<file path="src/rtl/load_store_unit_if.sv">
// Request, response and data-memory bus of the load/store unit.
// The unit uses the slave modport; the core and memory side use master.
interface load_store_unit_if #(
    parameter int AW = 9
);
    logic          req_valid;
    logic          req_ready;
    logic          req_we;
    logic [1:0]    req_size;
    logic          req_unsigned;
    logic [31:0]   req_addr;
    logic [31:0]   req_wdata;
    logic          rsp_valid;
    logic          rsp_ready;
    logic [31:0]   rsp_rdata;
    logic          rsp_err;
    logic [AW-1:0] mem_addr;
    logic [31:0]   mem_wd;
    logic          mem_we;
    logic [31:0]   mem_rd;

    modport slave (
        input  req_valid, req_we, req_size, req_unsigned, req_addr, req_wdata,
        input  rsp_ready, mem_rd,
        output req_ready, rsp_valid, rsp_rdata, rsp_err, mem_addr, mem_wd, mem_we
    );

    modport master (
        output req_valid, req_we, req_size, req_unsigned, req_addr, req_wdata,
        output rsp_ready, mem_rd,
        input  req_ready, rsp_valid, rsp_rdata, rsp_err, mem_addr, mem_wd, mem_we
    );
endinterface

</file>
<file path="src/rtl/load_store_unit.sv">
// Load/store unit: byte/half/word accesses to a word-addressed memory,
// sub-word stores done as read-modify-write, loads sign/zero-extended.
module load_store_unit #(
    parameter int DEPTH = 512,
    parameter int AW    = 9
) (
    input logic              clk,
    input logic              rst_n,
    load_store_unit_if.slave bus
);
    typedef enum logic [1:0] {IDLE, ACCESS, MERGE, RESP} state_t;

    localparam logic [31:0] ADDR_LIMIT = 32'(4 * DEPTH);

    state_t        r_state;
    state_t        w_next;
    logic          r_we;
    logic          r_unsigned;
    logic          r_err;
    logic [1:0]    r_size;
    logic [1:0]    r_lane;
    logic [AW-1:0] r_waddr;
    logic [31:0]   r_wdata;
    logic [31:0]   r_rdata;
    logic [31:0]   r_word;

    logic          w_err;
    logic [7:0]    w_byte;
    logic [15:0]   w_half;
    logic [31:0]   w_load;
    logic [31:0]   w_merged;

    assign w_err = (bus.req_size == 2'd3)
                || (bus.req_size == 2'd1 && bus.req_addr[0])
                || (bus.req_size == 2'd2 && bus.req_addr[1:0] != 2'b00)
                || (bus.req_addr >= ADDR_LIMIT);

    // Little-endian lane selection and extension of the memory read word.
    always_comb begin
        w_byte = bus.mem_rd[7:0];
        case (r_lane)
            2'd1:    w_byte = bus.mem_rd[15:8];
            2'd2:    w_byte = bus.mem_rd[23:16];
            2'd3:    w_byte = bus.mem_rd[31:24];
            default: w_byte = bus.mem_rd[7:0];
        endcase
        w_half = r_lane[1] ? bus.mem_rd[31:16] : bus.mem_rd[15:0];
        case (r_size)
            2'd0:    w_load = {{24{!r_unsigned && w_byte[7]}}, w_byte};
            2'd1:    w_load = {{16{!r_unsigned && w_half[15]}}, w_half};
            default: w_load = bus.mem_rd;
        endcase
    end

    always_comb begin
        w_merged = r_word;
        if (r_size == 2'd0) begin
            case (r_lane)
                2'd1:    w_merged[15:8]  = r_wdata[7:0];
                2'd2:    w_merged[23:16] = r_wdata[7:0];
                2'd3:    w_merged[31:24] = r_wdata[7:0];
                default: w_merged[7:0]   = r_wdata[7:0];
            endcase
        end else if (r_lane[1]) begin
            w_merged[31:16] = r_wdata[15:0];
        end else begin
            w_merged[15:0] = r_wdata[15:0];
        end
    end

    always_ff @(posedge clk or negedge rst_n) begin
        if (!rst_n) begin
            r_state <= IDLE;
        end else begin
            r_state <= w_next;
        end
    end

    always_ff @(posedge clk or negedge rst_n) begin
        if (!rst_n) begin
            r_we       <= 1'b0;
            r_unsigned <= 1'b0;
            r_err      <= 1'b0;
            r_size     <= 2'd0;
            r_lane     <= 2'd0;
            r_waddr    <= '0;
            r_wdata    <= '0;
            r_rdata    <= '0;
            r_word     <= '0;
        end else begin
            case (r_state)
                IDLE: begin
                    if (bus.req_valid) begin
                        r_we       <= bus.req_we;
                        r_unsigned <= bus.req_unsigned;
                        r_err      <= w_err;
                        r_size     <= bus.req_size;
                        r_lane     <= bus.req_addr[1:0];
                        r_waddr    <= bus.req_addr[AW+1:2];
                        r_wdata    <= bus.req_wdata;
                        r_rdata    <= '0;
                    end
                end
                ACCESS: begin
                    if (!r_we) begin
                        r_rdata <= w_load;
                    end
                    r_word <= bus.mem_rd;
                end
                default: begin
                end
            endcase
        end
    end

    // Memory strobes depend only on state and latched request, never on live inputs.
    always_comb begin
        w_next        = r_state;
        bus.req_ready = 1'b0;
        bus.rsp_valid = 1'b0;
        bus.rsp_rdata = '0;
        bus.rsp_err   = 1'b0;
        bus.mem_addr  = r_waddr;
        bus.mem_we    = 1'b0;
        bus.mem_wd    = '0;
        case (r_state)
            IDLE: begin
                bus.req_ready = 1'b1;
                if (bus.req_valid) begin
                    w_next = w_err ? RESP : ACCESS;
                end
            end
            ACCESS: begin
                if (r_we && r_size == 2'd2) begin
                    bus.mem_we = 1'b1;
                    bus.mem_wd = r_wdata;
                end
                w_next = (r_we && r_size != 2'd2) ? MERGE : RESP;
            end
            MERGE: begin
                bus.mem_we = 1'b1;
                bus.mem_wd = w_merged;
                w_next     = RESP;
            end
            RESP: begin
                bus.rsp_valid = 1'b1;
                bus.rsp_rdata = r_rdata;
                bus.rsp_err   = r_err;
                if (bus.rsp_ready) begin
                    w_next = IDLE;
                end
            end
            default: begin
                w_next = IDLE;
            end
        endcase
    end
endmodule
</file>
<file path="src/flat_wrapper.sv">
// flat-port wrapper written by rule: the top's interface ports become plain ports
module load_store_unit_flat 
#(
    parameter int DEPTH = 512,
    parameter int AW    = 9
)
  (clk, rst_n, bus_req_valid, bus_req_we, bus_req_size, bus_req_unsigned, bus_req_addr, bus_req_wdata, bus_rsp_ready, bus_mem_rd, bus_req_ready, bus_rsp_valid, bus_rsp_rdata, bus_rsp_err, bus_mem_addr, bus_mem_wd, bus_mem_we);
  load_store_unit_if #(.AW(AW)) bus_i ();
  input logic clk;
  input logic rst_n;
  input wire logic [$bits(bus_i.req_valid)-1:0] bus_req_valid;
  input wire logic [$bits(bus_i.req_we)-1:0] bus_req_we;
  input wire logic [$bits(bus_i.req_size)-1:0] bus_req_size;
  input wire logic [$bits(bus_i.req_unsigned)-1:0] bus_req_unsigned;
  input wire logic [$bits(bus_i.req_addr)-1:0] bus_req_addr;
  input wire logic [$bits(bus_i.req_wdata)-1:0] bus_req_wdata;
  input wire logic [$bits(bus_i.rsp_ready)-1:0] bus_rsp_ready;
  input wire logic [$bits(bus_i.mem_rd)-1:0] bus_mem_rd;
  output wire logic [$bits(bus_i.req_ready)-1:0] bus_req_ready;
  output wire logic [$bits(bus_i.rsp_valid)-1:0] bus_rsp_valid;
  output wire logic [$bits(bus_i.rsp_rdata)-1:0] bus_rsp_rdata;
  output wire logic [$bits(bus_i.rsp_err)-1:0] bus_rsp_err;
  output wire logic [$bits(bus_i.mem_addr)-1:0] bus_mem_addr;
  output wire logic [$bits(bus_i.mem_wd)-1:0] bus_mem_wd;
  output wire logic [$bits(bus_i.mem_we)-1:0] bus_mem_we;
  assign bus_i.req_valid = bus_req_valid;
  assign bus_i.req_we = bus_req_we;
  assign bus_i.req_size = bus_req_size;
  assign bus_i.req_unsigned = bus_req_unsigned;
  assign bus_i.req_addr = bus_req_addr;
  assign bus_i.req_wdata = bus_req_wdata;
  assign bus_i.rsp_ready = bus_rsp_ready;
  assign bus_i.mem_rd = bus_mem_rd;
  assign bus_req_ready = bus_i.req_ready;
  assign bus_rsp_valid = bus_i.rsp_valid;
  assign bus_rsp_rdata = bus_i.rsp_rdata;
  assign bus_rsp_err = bus_i.rsp_err;
  assign bus_mem_addr = bus_i.mem_addr;
  assign bus_mem_wd = bus_i.mem_wd;
  assign bus_mem_we = bus_i.mem_we;
  load_store_unit #(.DEPTH(DEPTH), .AW(AW)) u_core (.clk(clk), .rst_n(rst_n), .bus(bus_i));
endmodule
</file>
<file path="config.mk">
export PLATFORM = sky130hd
export DESIGN_NAME = load_store_unit_flat
export DESIGN_NICKNAME = d
export VERILOG_FILES = /design/src/rtl/load_store_unit_if.sv /design/src/rtl/load_store_unit.sv /design/src/flat_wrapper.sv
export SDC_FILE = /design/constraint.sdc
export NUM_CORES = 1
export LEC_CHECK = 0
export CAP_MARGIN = 40
export CORE_MARGIN = 1.5
export CORE_UTILIZATION = 52
export DETAILED_ROUTE_END_ITERATION = 10
export GPL_ROUTABILITY_DRIVEN = 1
export PLACE_DENSITY = 0.92
export SETUP_SLACK_MARGIN = 0.1
export SLEW_MARGIN = 20
export SYNTH_ARGS = -nofsm -noshare
export SYNTH_HDL_FRONTEND = slang
export SYNTH_SLANG_ARGS = --single-unit
</file>
<file path="constraint.sdc">
create_clock -name clk -period 3.8 [get_ports clk]
set_input_delay 0.38 -clock clk [delete_from_list [all_inputs] [get_ports clk]]
set_output_delay 0.38 -clock clk [all_outputs]
set_load 0.005 [all_outputs]
</file>
==> reports/results.ini <==
[status]
outcome = finished, final reports clean

[power]
pwr_density_cell_nw_per_um2 = 855
swShare = 0.360
power_frac_seq = 0.304
p_int_mw = 4.74
pwr-share-clk = 0.243
p_switching_mw = 2.66
p_leak_nw = 3.67
irDropWorstVdd_v = 0.000729
comb_power_share = 0.453

[detailed_routing]
drc = 0
wirelength_um = 19000
firstDrtPassIters = 5
ant_nets = 0
via_per_inst = 6.05
drtIter0Drc = 566
wl_per_cell_um = 21.6
vias = 5340

[timing]
tightest_slew_ps = 862
grt_setup_unrepaired = false
final_max_slew_viol_count = 0
hold_violations = 0
final.setup.tns_ps = 0
fmax_ghz = 0.309
relSlewSlack = 0.424
setup_viol = 0
period_share = 0.852
fin_crit_ps = 3240
clock_skew_ps = 4.48

[finish]
final_core_util = 0.758
fill_cells = 785
area_growth_pct = 42.5
diodes = 0
instances_no_fill = 882
drive_gt1_frac = 0.200
layout.nets = 834

[synthesis]
ys_async_sr_fraction = 1.00
seq_area_frac_synth = 0.470
yosysWarnings = 0
synth.net_count = 662
ys_ff_latch = 114
syn_area_um2 = 6070
synthCells = 554
synth-edff-count = 0
synth_cell_types = 47
synth-main-ff-cell = dfrtp_1
postSynthAreaPerCell_um2 = 11.0

[global_route]
met3_usage = 0.0875
grtUsageMet1 = 0.398
antenna_found_initial = 0
grt_first_pass_wirelength_um = 29600
gr-usage-met2 = 0.517
grt_pass1_vias = 5452
grt_max_degree = 58
grt_busiest_layer = met2
grt_usage = 0.312
grt_remaining_overflow = 0

[clock_network]
cts_root_buf = clkbuf_16
cts_tree = yes
cts_max_path_buffers = 2
cts-resized-gates = 0
clk_latency_ps = 420
cts_buffers = 17
cts_setup_buffers = 0
cts_max_level = 4
clkTransAtPathRegs_ps = 60
cts-hold-fix-buffers = 0
clock-sinks = 114

[setup_path]
cp.arrival_ps = 2860
worst-path-buf-inv = 2
critPathMaxFanout = 12
critPathSlowestCell = and2_1
crit_type = register to primary output
crit_chain = inv_1 -> ha_1 -> and2_1 -> a21o_1 -> a22o_1 -> clkdlybuf4s50_1
cpPeakStageDelay_ps = 520
ff2ff_setup_slack_ps = 1010
cp_top_family = buffers and inverters
crit_required_ps = 3420
cp-end-kind = primary output
start_kind = register

[floorplan]
rows = 39
fp.coreArea_um2 = 11400
die_w_um = 111
start_util = 0.532
ioPinCount = 181
dieArea_um2 = 12300
die_h_um = 111

[worst_hold_path]
min_path_type = input port to asynchronous set/reset pin

[placement]
port_buffers = 180
dpl.hpwl_um = 13700
dp_cells = 849
gp_congestion = 0.908

[flow_run]
cap_violations = 0

==> stage by stage <==
| stage | area [um^2] | hold slack (ps) | total power [mW] | setup slack (ps) |
|---|---|---|---|---|
| 3_3_place_gp | 7970 | 458 | 5.40 | 1090 |
| 5_1_grt | 8650 | 69.0 | 7.77 | 399 |
| 3_5_place_dp | 7970 | 464 | 5.52 | 1050 |
| 2_1_floorplan | 6070 | 84.4 | 4.18 | 1680 |
| 4_1_cts | 8640 | 42.9 | 7.36 | 587 |
| 6_report | 8650 | 19.8 | 7.40 | 562 |
==> placed cells by master, fill, tap and decap left out, drive strengths merged, types with 8 or more instances in the layout <==
cell type,netlist,final
nand2b,9,9
clkdlybuf4s50,0,179
clkbuf,27,18
mux2,87,87
mux2i,8,8
nor2,16,16
o22ai,8,8
dfrtp,114,114
nand2,34,34
a32o,16,16
buf,13,14
a21oi,13,13
a221oi,8,8
inv,18,21
o21ai,35,35
and2,36,36
a21o,15,15
or2,8,8
nand3,8,8
a221o,16,16
==> logic make-up (layout without fill, tap and decap cells) <==
group | count (synthesis) | after routing | synth area share
buffers and inverters | 58 | 243 | 0.0396
muxes | 96 | 96 | 0.178
DFF | 114 | 114 | 0.470
AOI/OAI and AO/OA | 141 | 141 | 0.178
and+or+nand+nor | 141 | 141 | 0.126
adders and majority gates | 4 | 4 | 0.00825
==> flip-flops by register name (all words and copies together) (netlist names) <==
signal	count
u_core.r_we	1
u_core.bus.mem_addr	9
u_core.r_size	2
u_core.r_rdata	32
u_core.r_lane	2
u_core.r_wdata	32
u_core.r_word	32
u_core.r_state	2
u_core.r_err	1
u_core.r_unsigned	1
==> per-layer routing <==
metal	up-vias	wire, um
met3	42	1580
met5	-	0
met4	0	450
met1	2643	7680
li1	2377	-
met2	278	9310
==> worst paths after layout <==
kind,cells after the start,end,startpoint
worst max-delay path,6,bus_mem_wd[1],u_core.r_state[0]
worst min-delay path,1,u_core.r_wdata[19],rst_n
max in group asynchronous,2,u_core.r_rdata[22],rst_n
worst max register to register,7,u_core.r_rdata[21],u_core.r_state[1]
min in group clk,1,u_core.r_rdata[15],u_core.r_rdata[15]
worst min register to register,1,u_core.r_rdata[15],u_core.r_rdata[15]
==> power by group through the flow <==
stage	sequential (mW)	clock [mW]	combinational [mW]
detailed placement	2.24	0	3.29
global placement	2.21	0	3.19
finish	2.25	1.80	3.35
global route	2.30	1.86	3.61
CTS	2.23	1.80	3.33
floorplan	2.05	0	2.13
==> cells in the mapped netlist (2+ instances only) <==
| cell | instances | area share |
|---|---|---|
| a211o_1 | 7 | 0.010 |
| a21o_1 | 15 | 0.019 |
| a21oi_1 | 13 | 0.011 |
| a221o_1 | 16 | 0.026 |
| a221oi_1 | 8 | 0.012 |
| a22o_1 | 5 | 0.0072 |
| a32o_1 | 16 | 0.026 |
| a32oi_1 | 2 | 0.0029 |
| and2_1 | 36 | 0.037 |
| and3b_1 | 7 | 0.010 |
| buf_1 | 4 | 0.0025 |
| buf_2 | 6 | 0.0049 |
| buf_4 | 2 | 0.0025 |
| clkbuf_1 | 27 | 0.017 |
| dfrtp_1 | 114 | 0.47 |
| ha_1 | 4 | 0.0082 |
| inv_1 | 18 | 0.011 |
| mux2_2 | 87 | 0.16 |
| mux2i_1 | 8 | 0.013 |
| nand2_1 | 33 | 0.020 |
| nand2b_1 | 9 | 0.0093 |
| nand3_1 | 8 | 0.0066 |
| nor2_1 | 16 | 0.0099 |
| nor2b_1 | 6 | 0.0062 |
| nor3_1 | 7 | 0.0058 |
| nor4_1 | 4 | 0.0041 |
| o211ai_1 | 2 | 0.0025 |
| o21ai_0 | 34 | 0.028 |
| o21bai_1 | 6 | 0.0074 |
| o22ai_1 | 8 | 0.0082 |
| o2bb2ai_1 | 2 | 0.0029 |
| or2_2 | 8 | 0.0082 |
| or2b_1 | 2 | 0.0025 |
==> layout make-up <==
type	count	area, um^2	area share
well taps	143	179	0.0207
multi-input cells	382	2980	0.345
clock inverters	14	228	0.0263
clock buffers	18	439	0.0508
inverters	18	67.6	0.00781
repair buffers	193	1900	0.220
flip-flops and latches	114	2850	0.330
Note: power is estimated with default switching activity, not from simulation.
